## src/rtl/ypbpr_pkg.sv

```systemverilog
// Shared constants, control bundle and helpers for the YPbPr -> RGB decoder.
// The porch black-level clamp is enabled with YPBPR_BLACK_CLAMP_EN.
package ypbpr_pkg;

   localparam int COEF_R_CR  = 359;
   localparam int COEF_G_CB  = 88;
   localparam int COEF_G_CR  = 183;
   localparam int COEF_B_CB  = 454;
   localparam int CHROMA_MID = 128;
   localparam int PIPE_LAT   = 4;
   localparam int ROUND_HALF = 128;

   localparam logic [1:0] ST_IDLE   = 2'd0;
   localparam logic [1:0] ST_SKIP   = 2'd1;
   localparam logic [1:0] ST_ACCUM  = 2'd2;
   localparam logic [1:0] ST_UPDATE = 2'd3;

   typedef struct packed {
      logic hs;
      logic vs;
      logic cs;
      logic de;
      logic en;
   } ctl_t;

   localparam ctl_t CTL_RST = '{
      hs: 1'b1,
      vs: 1'b1,
      cs: 1'b1,
      de: 1'b0,
      en: 1'b0
   };

   // Drop the 8 fractional bits, then saturate to an unsigned 8-bit code.
   function automatic logic [7:0] clamp_u8(input logic signed [18:0] v);
      logic signed [10:0] s;
      s = v[18:8];
      if (s < 0)
         return 8'd0;
      if (s > 11'sd255)
         return 8'hFF;
      return s[7:0];
   endfunction

endpackage

```

## src/rtl/ypbpr_black_clamp.sv

```systemverilog
// Porch black-level estimator: skips a few samples after the csync rising
// edge, averages a power-of-two window of Y and latches it as black level.
module ypbpr_black_clamp
   import ypbpr_pkg::*;
#(
   parameter logic [7:0] Y_BLACK    = 8'd0,
   parameter int         CLAMP_SKIP = 4,
   parameter int         CLAMP_LOG2 = 4
) (
   input  logic       i_clk,
   input  logic       i_reset,
   input  logic       i_csync,
   input  logic       i_de,
   input  logic [7:0] i_y,
   output logic [7:0] o_black_level
);

   localparam int SUM_W = 8 + CLAMP_LOG2;
   localparam logic [3:0] SKIP_LAST = 4'(CLAMP_SKIP - 1);
   localparam logic [CLAMP_LOG2-1:0] ACC_LAST = '1;

   logic [1:0]            r_state;
   logic                  r_cs_d;
   logic [3:0]            r_scnt;
   logic [CLAMP_LOG2-1:0] r_acnt;
   logic [SUM_W-1:0]      r_sum;
   logic [7:0]            r_black;

   logic w_porch;
   logic w_rise;

   assign w_porch = i_csync & ~i_de;
   assign w_rise  = w_porch & ~r_cs_d;

   assign o_black_level = r_black;

   always_ff @(posedge i_clk) begin
      if (i_reset) begin
         r_state <= ST_IDLE;
         r_cs_d  <= 1'b1;
         r_scnt  <= '0;
         r_acnt  <= '0;
         r_sum   <= '0;
         r_black <= Y_BLACK;
      end else begin
         r_cs_d <= i_csync;
         case (r_state)
            ST_IDLE: begin
               // The edge sample itself is the first skipped sample.
               if (w_rise) begin
                  r_scnt  <= 4'd1;
                  r_acnt  <= '0;
                  r_sum   <= '0;
                  r_state <= (CLAMP_SKIP == 1) ? ST_ACCUM : ST_SKIP;
               end
            end
            ST_SKIP: begin
               if (!w_porch)
                  r_state <= ST_IDLE;
               else if (r_scnt == SKIP_LAST)
                  r_state <= ST_ACCUM;
               else
                  r_scnt <= r_scnt + 4'd1;
            end
            ST_ACCUM: begin
               if (!w_porch) begin
                  r_state <= ST_IDLE;
               end else begin
                  r_sum  <= r_sum + SUM_W'(i_y);
                  r_acnt <= r_acnt + 1'b1;
                  if (r_acnt == ACC_LAST)
                     r_state <= ST_UPDATE;
               end
            end
            ST_UPDATE: begin
               // Never move the black level inside active video.
               if (!i_de)
                  r_black <= r_sum[SUM_W-1:CLAMP_LOG2];
               r_state <= ST_IDLE;
            end
            default: r_state <= ST_IDLE;
         endcase
      end
   end

endmodule

```

## src/rtl/ypbpr_to_rgb_decode.sv

```systemverilog
// Four-stage BT.601 YPbPr -> full-range RGB decoder with matched sync delay.
// Define YPBPR_BLACK_CLAMP_EN to track black level from the back porch.
module ypbpr_to_rgb_decode
   import ypbpr_pkg::*;
#(
   parameter logic [7:0] Y_BLACK    = 8'd0,
   parameter int         CLAMP_SKIP = 4,
   parameter int         CLAMP_LOG2 = 4
) (
   input  logic        clk,
   input  logic        reset,
   input  logic        ypbpr_en,
   input  logic        hsync,
   input  logic        vsync,
   input  logic        csync,
   input  logic        de,
   input  logic [23:0] din,
   output logic [23:0] dout,
   output logic        hsync_o,
   output logic        vsync_o,
   output logic        csync_o,
   output logic        de_o,
   output logic [7:0]  black_level
);

   localparam logic signed [17:0] K_RCR = 18'(COEF_R_CR);
   localparam logic signed [17:0] K_GCB = 18'(COEF_G_CB);
   localparam logic signed [17:0] K_GCR = 18'(COEF_G_CR);
   localparam logic signed [17:0] K_BCB = 18'(COEF_B_CB);
   localparam logic signed [8:0]  K_MID = 9'(CHROMA_MID);
   localparam logic signed [18:0] K_RND = 19'(ROUND_HALF);

   logic [7:0] w_black;

`ifdef YPBPR_BLACK_CLAMP_EN
   ypbpr_black_clamp #(
      .Y_BLACK    (Y_BLACK),
      .CLAMP_SKIP (CLAMP_SKIP),
      .CLAMP_LOG2 (CLAMP_LOG2)
   ) u_clamp (
      .i_clk         (clk),
      .i_reset       (reset),
      .i_csync       (csync),
      .i_de          (de),
      .i_y           (din[15:8]),
      .o_black_level (w_black)
   );
`else
   assign w_black = Y_BLACK;
`endif

   assign black_level = w_black;

   ctl_t w_ctl0;
   ctl_t r_ctl1, r_ctl2, r_ctl3;
   logic [23:0] r_din1, r_din2, r_din3;

   assign w_ctl0 = '{
      hs: hsync,
      vs: vsync,
      cs: csync,
      de: de,
      en: ypbpr_en
   };

   // Stage 1: black-level removal and chroma re-centering.
   logic signed [8:0] w_ydiff, w_yd, w_cb, w_cr;
   logic signed [8:0] r_yd, r_cb, r_cr;

   assign w_ydiff = $signed({1'b0, din[15:8]}) - $signed({1'b0, w_black});
   assign w_yd    = w_ydiff[8] ? 9'sd0 : w_ydiff;
   assign w_cb    = $signed({1'b0, din[7:0]}) - K_MID;
   assign w_cr    = $signed({1'b0, din[23:16]}) - K_MID;

   // Stage 2: coefficient products.
   logic signed [17:0] w_cb_x, w_cr_x;
   logic signed [17:0] r_ysh, r_p_rcr, r_p_gcb, r_p_gcr, r_p_bcb;

   assign w_cb_x = {{9{r_cb[8]}}, r_cb};
   assign w_cr_x = {{9{r_cr[8]}}, r_cr};

   // Stage 3: matrix sums with half-LSB rounding.
   logic signed [18:0] w_ysh, w_rcr, w_gcb, w_gcr, w_bcb;
   logic signed [18:0] r_sr, r_sg, r_sb;

   assign w_ysh = {r_ysh[17], r_ysh};
   assign w_rcr = {r_p_rcr[17], r_p_rcr};
   assign w_gcb = {r_p_gcb[17], r_p_gcb};
   assign w_gcr = {r_p_gcr[17], r_p_gcr};
   assign w_bcb = {r_p_bcb[17], r_p_bcb};

   // Stage 4: scale, saturate and mode select.
   logic [23:0] w_rgb;

   assign w_rgb = {clamp_u8(r_sr), clamp_u8(r_sg), clamp_u8(r_sb)};

   always_ff @(posedge clk) begin
      if (reset) begin
         r_ctl1  <= CTL_RST;
         r_ctl2  <= CTL_RST;
         r_ctl3  <= CTL_RST;
         r_din1  <= '0;
         r_din2  <= '0;
         r_din3  <= '0;
         r_yd    <= '0;
         r_cb    <= '0;
         r_cr    <= '0;
         r_ysh   <= '0;
         r_p_rcr <= '0;
         r_p_gcb <= '0;
         r_p_gcr <= '0;
         r_p_bcb <= '0;
         r_sr    <= '0;
         r_sg    <= '0;
         r_sb    <= '0;
         dout    <= '0;
         hsync_o <= 1'b1;
         vsync_o <= 1'b1;
         csync_o <= 1'b1;
         de_o    <= 1'b0;
      end else begin
         r_ctl1 <= w_ctl0;
         r_ctl2 <= r_ctl1;
         r_ctl3 <= r_ctl2;
         r_din1 <= din;
         r_din2 <= r_din1;
         r_din3 <= r_din2;

         r_yd <= w_yd;
         r_cb <= w_cb;
         r_cr <= w_cr;

         r_ysh   <= {1'b0, r_yd, 8'd0};
         r_p_rcr <= w_cr_x * K_RCR;
         r_p_gcb <= w_cb_x * K_GCB;
         r_p_gcr <= w_cr_x * K_GCR;
         r_p_bcb <= w_cb_x * K_BCB;

         r_sr <= w_ysh + w_rcr + K_RND;
         r_sg <= w_ysh - w_gcb - w_gcr + K_RND;
         r_sb <= w_ysh + w_bcb + K_RND;

         if (!r_ctl3.en)
            dout <= r_din3;
         else if (!r_ctl3.de)
            dout <= '0;
         else
            dout <= w_rgb;

         hsync_o <= r_ctl3.hs;
         vsync_o <= r_ctl3.vs;
         csync_o <= r_ctl3.cs;
         de_o    <= r_ctl3.de;
      end
   end

endmodule

```

## config.mk

```make
export PLATFORM = sky130hd
export DESIGN_NAME = ypbpr_to_rgb_decode
export DESIGN_NICKNAME = d
export VERILOG_FILES = /design/src/rtl/ypbpr_pkg.sv /design/src/rtl/ypbpr_black_clamp.sv /design/src/rtl/ypbpr_to_rgb_decode.sv
export SDC_FILE = /design/constraint.sdc
export NUM_CORES = 1
export LEC_CHECK = 0
export CORE_ASPECT_RATIO = 1.5
export CORE_MARGIN = 2
export CORE_UTILIZATION = 47
export CTS_CLUSTER_DIAMETER = 80
export CTS_CLUSTER_SIZE = 8
export DETAILED_ROUTE_END_ITERATION = 10
export HOLD_SLACK_MARGIN = 0.03
export PLACE_DENSITY = 0.8
export SETUP_SLACK_MARGIN = 0.02
export SLEW_MARGIN = 20
export SYNTH_ARGS = -nofsm -noshare
export SYNTH_HDL_FRONTEND = slang
export SYNTH_SLANG_ARGS = --single-unit
```

## constraint.sdc

```tcl
create_clock -name clk -period 4.68 [get_ports clk]
set_input_delay 0.936 -clock clk [delete_from_list [all_inputs] [get_ports clk]]
set_output_delay 0.936 -clock clk [all_outputs]
set_load 0.1 [all_outputs]
```

After elaboration in Yosys (flattened, before gate mapping)
Cells that the tools add are included.
- flip-flop bits (word level): 277
- add/subtract/negate cells: 9
- multipliers: 4
- order comparisons: 6
- multiplexer cells: 23
- operators by type and width (kind ; count):
    8-bit two-way mux ; 12
    19-bit by 9-bit adder with 19-bit output, second input constant ; 3
    24-bit two-way mux ; 2
    17-bit by 18-bit adder with 19-bit output ; 2
    11-bit by 9-bit > comparator with 1-bit output, second input constant ; 3
    11-bit by 1-bit less-than comparator with 1-bit output, second input constant ; 3
    18-bit by 18-bit subtractor with 19-bit output ; 1
    9-bit by 10-bit multiplier with 18-bit output, second input constant ; 1
    9-bit by 9-bit multiplier with 18-bit output, second input constant ; 1
    17-bit by 17-bit subtractor with 18-bit output ; 1
    8-bit by 8-bit subtractor with 9-bit output, second input constant ; 2
    9-bit by 9-bit multiplier with 17-bit output, second input constant ; 1
    9-bit by 5-bit multiplier with 14-bit output, second input constant ; 1
    1-bit two-way mux ; 9

Longest topological paths before layout
- depth in word-level cells: 7
- gate-level depth with buffers: 17

Least setup slack after synthesis
Ideal clock, no wire load.
- path kind: reg2reg
- from: register r_cr[7]
- to: register r_p_rcr[16]
- setup time: 0.115 ns
- data arrival time: 4.670 ns
- data required time: 4.565 ns
- path slack: -0.105 ns
- cell stages (with the launch flop): 15
- path buffers: 1
- clock period less this slack: 4.785 ns
- cell sequence: dfxtp_1 > clkbuf_1 > inv_1 > ha_1 > ha_1 > fa_1 > fa_1 > fa_1 > ha_1 > nand2_1 > nor3_1 > nor3_1 > o21ai_0 > a311oi_1 > a2111oi_0
- word-level cells in the longest chain between the ends: 1
- RTL lines (item ; line ; text):
    from (decl) ; ypbpr_to_rgb_decode.sv:68 ; logic signed [8:0] r_yd, r_cb, r_cr;
    from (signal assigned) ; ypbpr_to_rgb_decode.sv:131 ; r_cr <= w_cr;
    9-bit by 10-bit multiplier with 18-bit output ; ypbpr_to_rgb_decode.sv:134 ; r_p_rcr <= w_cr_x * K_RCR;
    to (signal assigned) ; ypbpr_to_rgb_decode.sv:134 ;
    to (decl) ; ypbpr_to_rgb_decode.sv:77 ; logic signed [17:0] r_ysh, r_p_rcr, r_p_gcb, r_p_gcr, r_p_bcb;
No other way between the ends.
A chain may end at the register's enable or synchronous reset.

==> metrics.cfg <==
[cells_and_area]
layout.nets=1579
syn_to_final_growth_pct=14.4
drive_above_1_share=0.0692
layout_commonest_cell=dfxtp_1
layout_common_cells=dfxtp_1, ha_1, inv_1, nor2_1, nor2b_1
diodes=0

[logic_synthesis]
yosysTopAreaCell=dfxtp_1
synth_edf_count=0
synth_area_leaders=dfxtp_1, ha_1, fa_1
syn_avg_cell_area_um2=9.75
yosysSeqAreaShare=0.338
syn-instance-count=1227
synthArstFlopShare=0
ys_seq_elements=202
yosysTopAreaCellShare=0.338
synth_cell_types=56
syn_area_um2=12000
yosysWarningCount=0
ys.flop_type=dfxtp_1

[sta]
rsz0062_at_grt=false
tightest_slew_ns=0.999
fin_crit_ns=4.38
clock_skew_ns=0.0170
timing.fmax_mhz=228
hold_viol=0
setup_tns_ns=0
maxSlewHeadroom=0.332
slew_violations=0
finalCritPeriodShare=0.936
setup_viol=0

[critical_path]
startpoint_type=flop
critical_path_class=reg -> reg
required_ns=5.06
endpoint_kind=flop
worst-path-max-fanout=4
cp.arrival_ns=4.76

[place]
gpl.final_weighted_congestion=0.873
port_buffers=58
hpwl_mm=18.7

[floorplanning]
rows=71
chipHeight_um=199
fp.dieW_um=134
pin_count=67
start_util=0.477
core_area_um2=25100
die_area_um2=26800

[global_route]
grt_pass1_vias=8456
grt_max_degree=98
grt-ovfl-total=0
antenna_found_initial=0
grt_pass1_wl_mm=39.5
grt_use_total=0.183

[job]
drv_cap=0

[power]
p_leak_nw=6.44
clkPwrFrac=0.286
pwr-share-comb=0.383
peakVddDrop_v=0.000287
p_total_mw=6.14
power.internal_mw=4.07
sw_frac_of_total=0.338
seq_power_share=0.331
p_per_area_nw_per_um2=449
switchingPower_mw=2.08

[drt]
drc_errors=0
wl_per_cell_um=14.6
num_vias=8126
detail-route-antenna-nets=0
first_iter_violations=305
viasPerCell=4.99
first_pass_iters=5
wirelength_mm=23.8

[clock_tree]
cts_max_level=1
cts_tree=yes
cts_root_buffer=clkbuf_16
cts_buffers=29
clk_latency_ns=0.53
post_cts_buffers=0
clockBufferDepth=3
clock-sinks=202
clkTransAtPathRegs_ns=0.05

[outcome]
outcome=completed

[min_path]
worstHoldPathType=reg -> reg

flip-flops by register name, indices dropped and copies added, names as in the netlist:
register / cells
r_sg: 11
r_din3: 24
r_cb: 1
hsync_o: 1
r_din1: 24
r_din2: 24
r_p_rcr: 12
de_o: 1
r_ctl2: 5
r_ctl3: 5
r_sr: 11
r_ctl1: 5
r_cr: 1
csync_o: 1
r_p_gcr: 16
dout: 24
vsync_o: 1
r_p_gcb: 13
r_sb: 11
r_p_bcb: 11
kinds of logic after synthesis:
| group | after synthesis | share of synthesized area |
|---|---|---|
| other | 1 | 0.000314 |
| and+or+nand+nor | 304 | 0.134 |
| AOI/OAI and AO/OA | 187 | 0.0996 |
| xor gates and xnor gates | 67 | 0.0491 |
| muxes | 9 | 0.00774 |
| buffers and inverters | 211 | 0.0700 |
| adders and majority gates | 246 | 0.301 |
| DFF | 202 | 0.338 |
worst paths after layout:
path,startpoint,endpoint,slack (ns),depth (start not counted)
max,r_din1[17]$_SDFF_PP0_,r_p_rcr[15]$_SDFF_PP0_,0.30,17
min reg2reg,r_ctl3[3]$_SDFF_PP1_,vsync_o$_SDFF_PP1_,0.40,1
min,r_ctl3[3]$_SDFF_PP1_,vsync_o$_SDFF_PP1_,0.40,1
max reg2reg,r_din1[17]$_SDFF_PP0_,r_p_rcr[15]$_SDFF_PP0_,0.30,17
timing repair:
action | 4_1_cts | 5_1_grt
resized for setup | 0 | 7
hold buffers | 0 | 0
setup endpoints to repair | 0 | 7
routing by layer:
layer  routed length, µm  track usage  vias to the layer above
met3                 813       0.0241                       72
met4                1160       0.0940                        0
li1                    -            -                     4093
met2               12500        0.351                      155
met1                9310        0.193                     3806
met5                   0            0                        -
synthesized netlist by cell type, types with 8 or more instances:
library cell / n
nand2b_1: 35
or3_1: 10
o21ai_0: 50
xnor2_1: 42
nand2_1: 16
clkbuf_1: 26
inv_1: 173
nor2_1: 96
a21oi_1: 62
buf_4: 8
a211oi_1: 8
a21o_1: 18
or2_2: 25
nor2b_1: 90
o21a_1: 10
ha_1: 177
fa_1: 69
nor3_1: 17
dfxtp_1: 202
xor2_1: 25
critical path, cell delays in order (launching register included):
cell	delay [ns]
dfxtp_1	0.40
inv_1	0.10
ha_1	0.29
inv_1	0.08
fa_1	0.50
inv_1	0.05
fa_1	0.47
inv_1	0.05
fa_1	0.43
fa_1	0.45
ha_1	0.21
or3_1	0.38
nor3_2	0.13
o21ai_1	0.13
buf_4	0.16
a21oi_1	0.18
xor2_1	0.17
nor2_1	0.05
power by group through the flow:
stage          clock network (mW)  logic [mW]  registers, mW
4_1_cts                      1.80        2.34           2.03
3_3_place_gp                    0        2.21           2.06
2_1_floorplan                   0        1.80           2.07
5_1_grt                      1.86        2.64           2.05
6_report                     1.76        2.36           2.03
3_5_place_dp                    0        2.30           2.06
stage by stage:
step	cells	setup WS (ns)	instance area, µm²	utilization	hold WS, ns
6_report	1629	0.299	13700	0.546	0.402
5_1_grt	1629	0.0285	13700	0.546	0.411
4_1_cts	1629	0.173	13700	0.545	0.405
3_5_place_dp	1599	0.200	12900	0.516	0.393
3_3_place_gp	1599	0.330	12900	0.516	0.392
2_1_floorplan	1234	0.0469	12000	-	0.389
layout make-up:
class,instances,area (µm²)
clock buffer,29,726
clock inverter,1,8.76
fill,2148,11400
inverter,173,649
multi-input combinational,821,7140
sequential,202,4050
tap,328,410
timing repair buffer,75,709
(Power assumes the default switching activity.)
